===== src/rtl/stack_ctrl.sv =====
// Sequencer for a descending 8-bit stack pointer and its data memory port.
// Optional bounds checking (ovf/unf) is enabled by defining STACK_BOUNDS_CHECK_EN.
module stack_ctrl #(
  parameter logic [7:0] SP_TOP   = 8'hFF,
  parameter logic [7:0] SP_LIMIT = 8'hAF
) (
  input  logic       clk,
  input  logic       rst,
  input  logic       op_valid,
  input  logic [2:0] op_code,
  input  logic [7:0] data_in,
  input  logic [7:0] pc_in,
  input  logic [7:0] sp_addr,
  input  logic [7:0] mem_rdata,
  output logic       op_ready,
  output logic       done,
  output logic [1:0] sp_rw,
  output logic       mem_we,
  output logic       mem_re,
  output logic [7:0] mem_addr,
  output logic [7:0] mem_wdata,
  output logic [7:0] data_out,
  output logic       pc_load,
  output logic [7:0] pc_out,
  output logic       ovf,
  output logic       unf
);

  typedef enum logic [2:0] {
    S_IDLE = 3'd0,
    S_WR   = 3'd1,
    S_INC  = 3'd2,
    S_RD   = 3'd3,
    S_CAP  = 3'd4
  } state_t;

  localparam logic [2:0] OP_PUSH = 3'b001;
  localparam logic [2:0] OP_POP  = 3'b010;
  localparam logic [2:0] OP_CALL = 3'b011;
  localparam logic [2:0] OP_RET  = 3'b100;
  localparam logic [2:0] OP_LDSP = 3'b101;

  localparam logic [1:0] RW_HOLD = 2'b00;
  localparam logic [1:0] RW_DEC  = 2'b01;
  localparam logic [1:0] RW_INC  = 2'b10;
  localparam logic [1:0] RW_LOAD = 2'b11;

`ifdef STACK_BOUNDS_CHECK_EN
  localparam logic BOUNDS_EN = 1'b1;
`else
  localparam logic BOUNDS_EN = 1'b0;
`endif

  state_t     state_q, state_d;
  logic [2:0] op_q, op_d;
  logic       ldsp_s;
  logic       refuse_push_s;
  logic       refuse_pop_s;

  logic [1:0] sp_rw_q, sp_rw_d;
  logic       mem_we_q, mem_we_d;
  logic       mem_re_q, mem_re_d;
  logic       acc_q, acc_d;
  logic [7:0] mem_wdata_q, mem_wdata_d;
  logic       done_q, done_d;
  logic       cap_q, cap_d;
  logic       pc_load_q, pc_load_d;
  logic       op_ready_q, op_ready_d;
  logic       ovf_q, ovf_d;
  logic       unf_q, unf_d;
  logic [7:0] data_q;
  logic [7:0] pc_q;

  // State, latched opcode and registered outputs
  always_ff @(posedge clk) begin
    if (rst) begin
      state_q     <= S_IDLE;
      op_q        <= 3'b000;
      sp_rw_q     <= RW_HOLD;
      mem_we_q    <= 1'b0;
      mem_re_q    <= 1'b0;
      acc_q       <= 1'b0;
      mem_wdata_q <= 8'h00;
      done_q      <= 1'b0;
      cap_q       <= 1'b0;
      pc_load_q   <= 1'b0;
      op_ready_q  <= 1'b1;
      ovf_q       <= 1'b0;
      unf_q       <= 1'b0;
      data_q      <= 8'h00;
      pc_q        <= 8'h00;
    end else begin
      state_q     <= state_d;
      op_q        <= op_d;
      sp_rw_q     <= sp_rw_d;
      mem_we_q    <= mem_we_d;
      mem_re_q    <= mem_re_d;
      acc_q       <= acc_d;
      mem_wdata_q <= mem_wdata_d;
      done_q      <= done_d;
      cap_q       <= cap_d;
      pc_load_q   <= pc_load_d;
      op_ready_q  <= op_ready_d;
      ovf_q       <= ovf_d;
      unf_q       <= unf_d;
      // Popped values arrive on mem_rdata during CAP; keep them afterwards
      if (cap_q) begin
        data_q <= mem_rdata;
      end else begin
        data_q <= data_q;
      end
      if (pc_load_q) begin
        pc_q <= mem_rdata;
      end else begin
        pc_q <= pc_q;
      end
    end
  end

  // Next-state decode; refusals and LDSP complete without leaving IDLE
  always_comb begin
    state_d       = state_q;
    op_d          = op_q;
    ldsp_s        = 1'b0;
    refuse_push_s = 1'b0;
    refuse_pop_s  = 1'b0;
    case (state_q)
      S_IDLE: begin
        if (op_valid) begin
          op_d = op_code;
          case (op_code)
            OP_PUSH, OP_CALL: begin
              if (BOUNDS_EN && (sp_addr == SP_LIMIT)) begin
                refuse_push_s = 1'b1;
                state_d       = S_IDLE;
              end else begin
                state_d = S_WR;
              end
            end
            OP_POP, OP_RET: begin
              if (BOUNDS_EN && (sp_addr == SP_TOP)) begin
                refuse_pop_s = 1'b1;
                state_d      = S_IDLE;
              end else begin
                state_d = S_INC;
              end
            end
            OP_LDSP: begin
              ldsp_s  = 1'b1;
              state_d = S_IDLE;
            end
            default: state_d = S_IDLE;
          endcase
        end else begin
          state_d = S_IDLE;
        end
      end
      S_WR:    state_d = S_IDLE;
      S_INC:   state_d = S_RD;
      S_RD:    state_d = S_CAP;
      S_CAP:   state_d = S_IDLE;
      default: state_d = S_IDLE;
    endcase
  end

  // Output values for the coming cycle, registered on the same edge as the state
  always_comb begin
    sp_rw_d     = RW_HOLD;
    mem_we_d    = 1'b0;
    mem_re_d    = 1'b0;
    acc_d       = 1'b0;
    mem_wdata_d = 8'h00;
    done_d      = 1'b0;
    cap_d       = 1'b0;
    pc_load_d   = 1'b0;
    op_ready_d  = (state_d == S_IDLE);
    ovf_d       = ovf_q | refuse_push_s;
    unf_d       = unf_q | refuse_pop_s;
    case (state_d)
      S_IDLE: begin
        if (ldsp_s) begin
          sp_rw_d = RW_LOAD;
          done_d  = 1'b1;
        end else if (refuse_push_s || refuse_pop_s) begin
          done_d = 1'b1;
        end else begin
          done_d = 1'b0;
        end
      end
      S_WR: begin
        // Only reachable straight from acceptance, so the inputs are still current
        sp_rw_d  = RW_DEC;
        mem_we_d = 1'b1;
        acc_d    = 1'b1;
        done_d   = 1'b1;
        if (op_code == OP_CALL) begin
          mem_wdata_d = pc_in;
        end else begin
          mem_wdata_d = data_in;
        end
      end
      S_INC: begin
        sp_rw_d = RW_INC;
      end
      S_RD: begin
        mem_re_d = 1'b1;
        acc_d    = 1'b1;
      end
      S_CAP: begin
        done_d = 1'b1;
        if (op_q == OP_RET) begin
          pc_load_d = 1'b1;
        end else begin
          cap_d = 1'b1;
        end
      end
      default: begin
        sp_rw_d = RW_HOLD;
      end
    endcase
  end

  // mem_addr follows sp_addr live so RD sees the freshly incremented pointer
  assign mem_addr  = acc_q ? sp_addr : 8'h00;
  assign op_ready  = op_ready_q;
  assign done      = done_q;
  assign sp_rw     = sp_rw_q;
  assign mem_we    = mem_we_q;
  assign mem_re    = mem_re_q;
  assign mem_wdata = mem_wdata_q;
  assign data_out  = cap_q ? mem_rdata : data_q;
  assign pc_load   = pc_load_q;
  assign pc_out    = pc_load_q ? mem_rdata : pc_q;
  assign ovf       = ovf_q;
  assign unf       = unf_q;

endmodule


===== config.mk =====
export PLATFORM = sky130hd
export DESIGN_NAME = stack_ctrl
export DESIGN_NICKNAME = d
export VERILOG_FILES = /design/src/rtl/stack_ctrl.sv
export SDC_FILE = /design/constraint.sdc
export NUM_CORES = 1
export LEC_CHECK = 0
export BUFFER_PORTS_ARGS = -buffer_cell sky130_fd_sc_hd__buf_2
export CAP_MARGIN = 10
export CORE_MARGIN = 2
export CORE_UTILIZATION = 44
export CTS_CLUSTER_DIAMETER = 30
export DETAILED_ROUTE_END_ITERATION = 16
export GPL_TIMING_DRIVEN = 0
export PLACE_DENSITY = 0.78
export SYNTH_ARGS = -nofsm -noshare
export SYNTH_HDL_FRONTEND = slang
export SYNTH_SLANG_ARGS = --single-unit

===== constraint.sdc =====
create_clock -name clk -period 1.9 [get_ports clk]
set_clock_uncertainty 0.15 [all_clocks]
set_input_delay 0.285 -clock clk [delete_from_list [all_inputs] [get_ports clk]]
set_output_delay 0.285 -clock clk [all_outputs]
set_load 0.01 [all_outputs]

# Yosys cells after proc, flatten, opt, wreduce, memory -nomap -nowiden
# Cells that the tools add are included.
[op_classes]
n_bitwise = 2
n_mux = 19
eq_ne = 12
reduce_logical = 9
[op_table]
columns = ["operator", "n"]
rows = [
  ["$mux 8", 4],
  ["$eq 3x2->1 const B", 6],
  ["$eq 3x3->1 const B", 4],
  ["$reduce_or 2->1", 6],
  ["$mux 1", 9],
  ["$pmux 3 s3", 1],
  ["$eq 3x1->1 const B", 2],
  ["$logic_not 3->1", 2],
  ["$pmux 2 s3", 1],
  ["$pmux 2 s2", 1],
  ["$mux 3", 1],
  ["$mux 2", 1],
  ["$not 1->1", 2],
  ["$pmux 1 s2", 1],
  ["$reduce_and 2->1", 1],
]
[word_totals]
register_bits = 39
elab_cells = 55
out_inout_bits = 41

# Longest topological paths before layout
[logic_depth]
ltp_word = 8
depth_mapped = 5

# Worst setup path after synthesis
# No wires, ideal clock.
[synth_timing]
path_kind = "reg-to-output"
from = "reg pc_load_q (netlist: pc_load)"
to = "out pc_out[0]"
arrival_ns = 1.051
stages_incl_launch_ff = 3
path_slack_ns = 0.414
n_path_buf = 1
cell_sequence = "dfxtp_1 -> clkbuf_1 -> mux2_2"
[synth_via]
elab_chain_cells = 1
[synth_rtl]
columns = ["item", "line_no", "source"]
rows = [
  ["from (decl)", "67", "logic pc_load_q, pc_load_d;"],
  ["from (signal assigned)", "102", "pc_load_q <= pc_load_d;"],
  ["$mux 8", "n/a", ""],
  ["to (decl)", "24", "output logic [7:0] pc_out,"],
]
# Every way passes these cells.

# Final worst setup path
[layout_timing]
from = "reg cap_q"
to = "out data_out[4]"
[layout_via]
elab_chain_cells = 1
[layout_rtl]
columns = ["item", "line_no", "source"]
rows = [
  ["from (decl)", "66", "logic cap_q, cap_d;"],
  ["from (signal assigned)", "101", "cap_q <= cap_d;"],
  ["$mux 8", "n/a", ""],
  ["to (decl)", "22", "output logic [7:0] data_out,"],
]
# Every way passes these cells.

==> impl_metrics.json <==
{
  "dp_hpwl_um": 2290,
  "initial_utilization_pct": 45.7,
  "finalSetupViolCount": 0,
  "end_kind": "primary output",
  "synth_seq_area_share_pct": 51.6,
  "cp.arrival_ns": 1.32,
  "viasPerCell": 4.52,
  "hold_viol": 0,
  "place_ws_ns": 0.202,
  "nets": 266,
  "grt_antenna_before_repair": 0,
  "period_minus_slack_ns": 1.75,
  "rrSetupSlack_ns": 0.27,
  "crit_required_ns": 1.46,
  "worstSetupPathType": "flip-flop to primary output",
  "leakagePower_nw": 1.07,
  "comb_power_share_pct": 11.6,
  "rr_worst_depth": 3,
  "clock_latency_ns": 0.34,
  "status": "finished clean",
  "synth_async_sr_flop_share_pct": 0,
  "final_antenna_net_count": 0,
  "final_util_pct": 61.5,
  "ys_warn_count": 0,
  "cts-htree-levels": 2,
  "die_y_um": 62.7,
  "synth_edf_count": 0,
  "powerDensity_mw_per_mm2": 693,
  "clk_pin_slew_ns": 0.11,
  "grt_pass1_wl_um": 5020,
  "vias": 1244,
  "fillers": 316,
  "dieArea_mm2": 0.00393,
  "synth_cell_types": 24,
  "mostFrequentLayoutCells": "buf_2 (75), dfxtp_1 (37), and2_1 (24)",
  "holdPathStages": 3,
  "dpl_cell_area_mm2": 0.00195,
  "finalWirelength_um": 2970,
  "worst_hold_slack_ns": 0.0196,
  "grt.total_usage_pct": 16.3,
  "overflow": 0,
  "die_width_um": 62.7,
  "avgRoutedWirePerCell_um": 10.8,
  "fin_crit_sh_pct": 92.1,
  "drc": 0,
  "ir_worst_vdd_uv": 455,
  "p_sw_mw": 0.345,
  "rsz0062_at_grt": "false",
  "firstDrtPassIters": 4,
  "grt_max_degree": 13,
  "r2r-start": "state_q[2]$_SDFF_PP0_",
  "power.internal_mw": 1.07,
  "avgSynthCellArea_um2": 10.5,
  "drive_gt1_share_pct": 45.9,
  "min_path_type": "input port to flip-flop",
  "numPortBuffers": 74,
  "finalMaxSlewViolations": 0,
  "layout_commonest_cell": "buf_2",
  "synth_ff_type": "dfxtp_1",
  "pwr-share-seq_pct": 60.1,
  "diodes": 0,
  "cts_sinks": 39,
  "r2r-end": "sp_rw[0]$_SDFF_PP0_",
  "setup_slack_ns": 0.149,
  "synthCells": 144,
  "io-pin-count": 79,
  "max_freq_mhz": 571,
  "syn-cell-area_mm2": 0.00151,
  "grt_pass1_vias": 1204,
  "p_total_mw": 1.41,
  "core.rowCount": 21,
  "tightest_slew_ns": 0.650,
  "clkPwrFrac_pct": 28.3,
  "placed_cells": 265,
  "cts-buffers-inserted": 5,
  "slew_headroom_pct": 56.5,
  "setup_tns_ns": 0,
  "drt_iter0_markers": 17,
  "clockRootBuffer": "clkbuf_4",
  "maxCapViolations": 0,
  "synth_seq_cells": 39,
  "min_from": "data_in[0]",
  "final_cell_area_mm2": 0.00203,
  "clock_path_buffers": 2,
  "globalplace.congestion": 0.715,
  "core-area_mm2": 0.00331,
  "cp-start-kind": "flip-flop",
  "switching_share_pct": 24.5,
  "area_growth_pct": 34.4,
  "post-cts-setup-buffers": 0,
  "cts_tree": "yes",
  "cp_max_fo": 8,
  "hold_path_end": "mem_wdata[0]$_SDFF_PP0_",
  "finalNonFillerCells": 275
}
-- cell type report --
cell class	instances	area [µm²]	area share, %
clock buffer	6	41.3	2.03
inverter	3	11.3	0.554
tap	46	57.6	2.83
buffer	7	35.0	1.72
sequential	39	783	38.5
clock inverter	2	12.5	0.615
timing repair buffer	78	410	20.2
multi-input combinational	94	683	33.6
-- routing by layer --
layer | wire (µm) | vias to the layer above | track usage [%]
li1 | - | 635 | -
met1 | 1260 | 554 | 18.4
met2 | 1450 | 53 | 28.1
met3 | 244 | 2 | 7.39
met4 | 12 | 0 | 4.17
met5 | 0 | - | 0
-- timing repair --
action	4_1_cts	5_1_grt
resized for setup	2	0
endpoints found under the hold margin	0	2
hold buffers	0	4
endpoints found under the setup margin	16	0
-- power by group through the flow --
stage	logic (mW)	registers, mW	clock network, mW
global route	0.182	0.852	0.476
floorplan	0.0855	0.870	0
detailed placement	0.157	0.866	0
global placement	0.155	0.866	0
finish	0.163	0.848	0.399
CTS	0.157	0.848	0.425
-- synth_stat cells, drive strengths merged (3+ instances only) --
master / instances / area (µm²)
inv: 3 / 11.3
clkbuf: 6 / 22.5
dfxtp: 39 / 781
nand2: 5 / 18.8
and2: 24 / 150
mux2: 16 / 180
nor2: 19 / 71.3
buf: 3 / 20.0
mux2i: 12 / 120
-- state kept, by name (all words and copies together), names as in the netlist --
name,count
acc_q,1
sp_rw,2
mem_re,1
pc_q,8
op_q,3
mem_we,1
cap_q,1
data_q,8
op_ready,1
state_q,3
pc_load,1
done,1
mem_wdata,8
-- logic make-up after synthesis --
group           share of synthesized area [%]
mux                                      19.8
other cells                             0.248
xor+xnor                                 1.16
flops                                    51.6
buf+inv                                  3.55
simple gates                             21.4
compound gates                           2.23
-- worst max-delay path by stage --
stage,start,end,slack [ns],depth (start not counted)
finish,cap_q$_SDFF_PP0_,data_out[4],0.15,2
global route,pc_load$_SDFF_PP0_,pc_out[2],0.05,2
CTS,pc_load$_SDFF_PP0_,pc_out[1],0.12,2
detailed placement,pc_load$_SDFF_PP0_,pc_out[1],0.20,3
global placement,pc_load$_SDFF_PP0_,pc_out[5],0.23,3
floorplan,pc_load$_SDFF_PP0_,pc_out[0],0.41,2
-- worst max-delay path, stage by stage, from the launching register on --
cell     delay [ns]
dfxtp_2        0.46
mux2_2         0.38
buf_2          0.14
(Power assumes the default switching activity.)
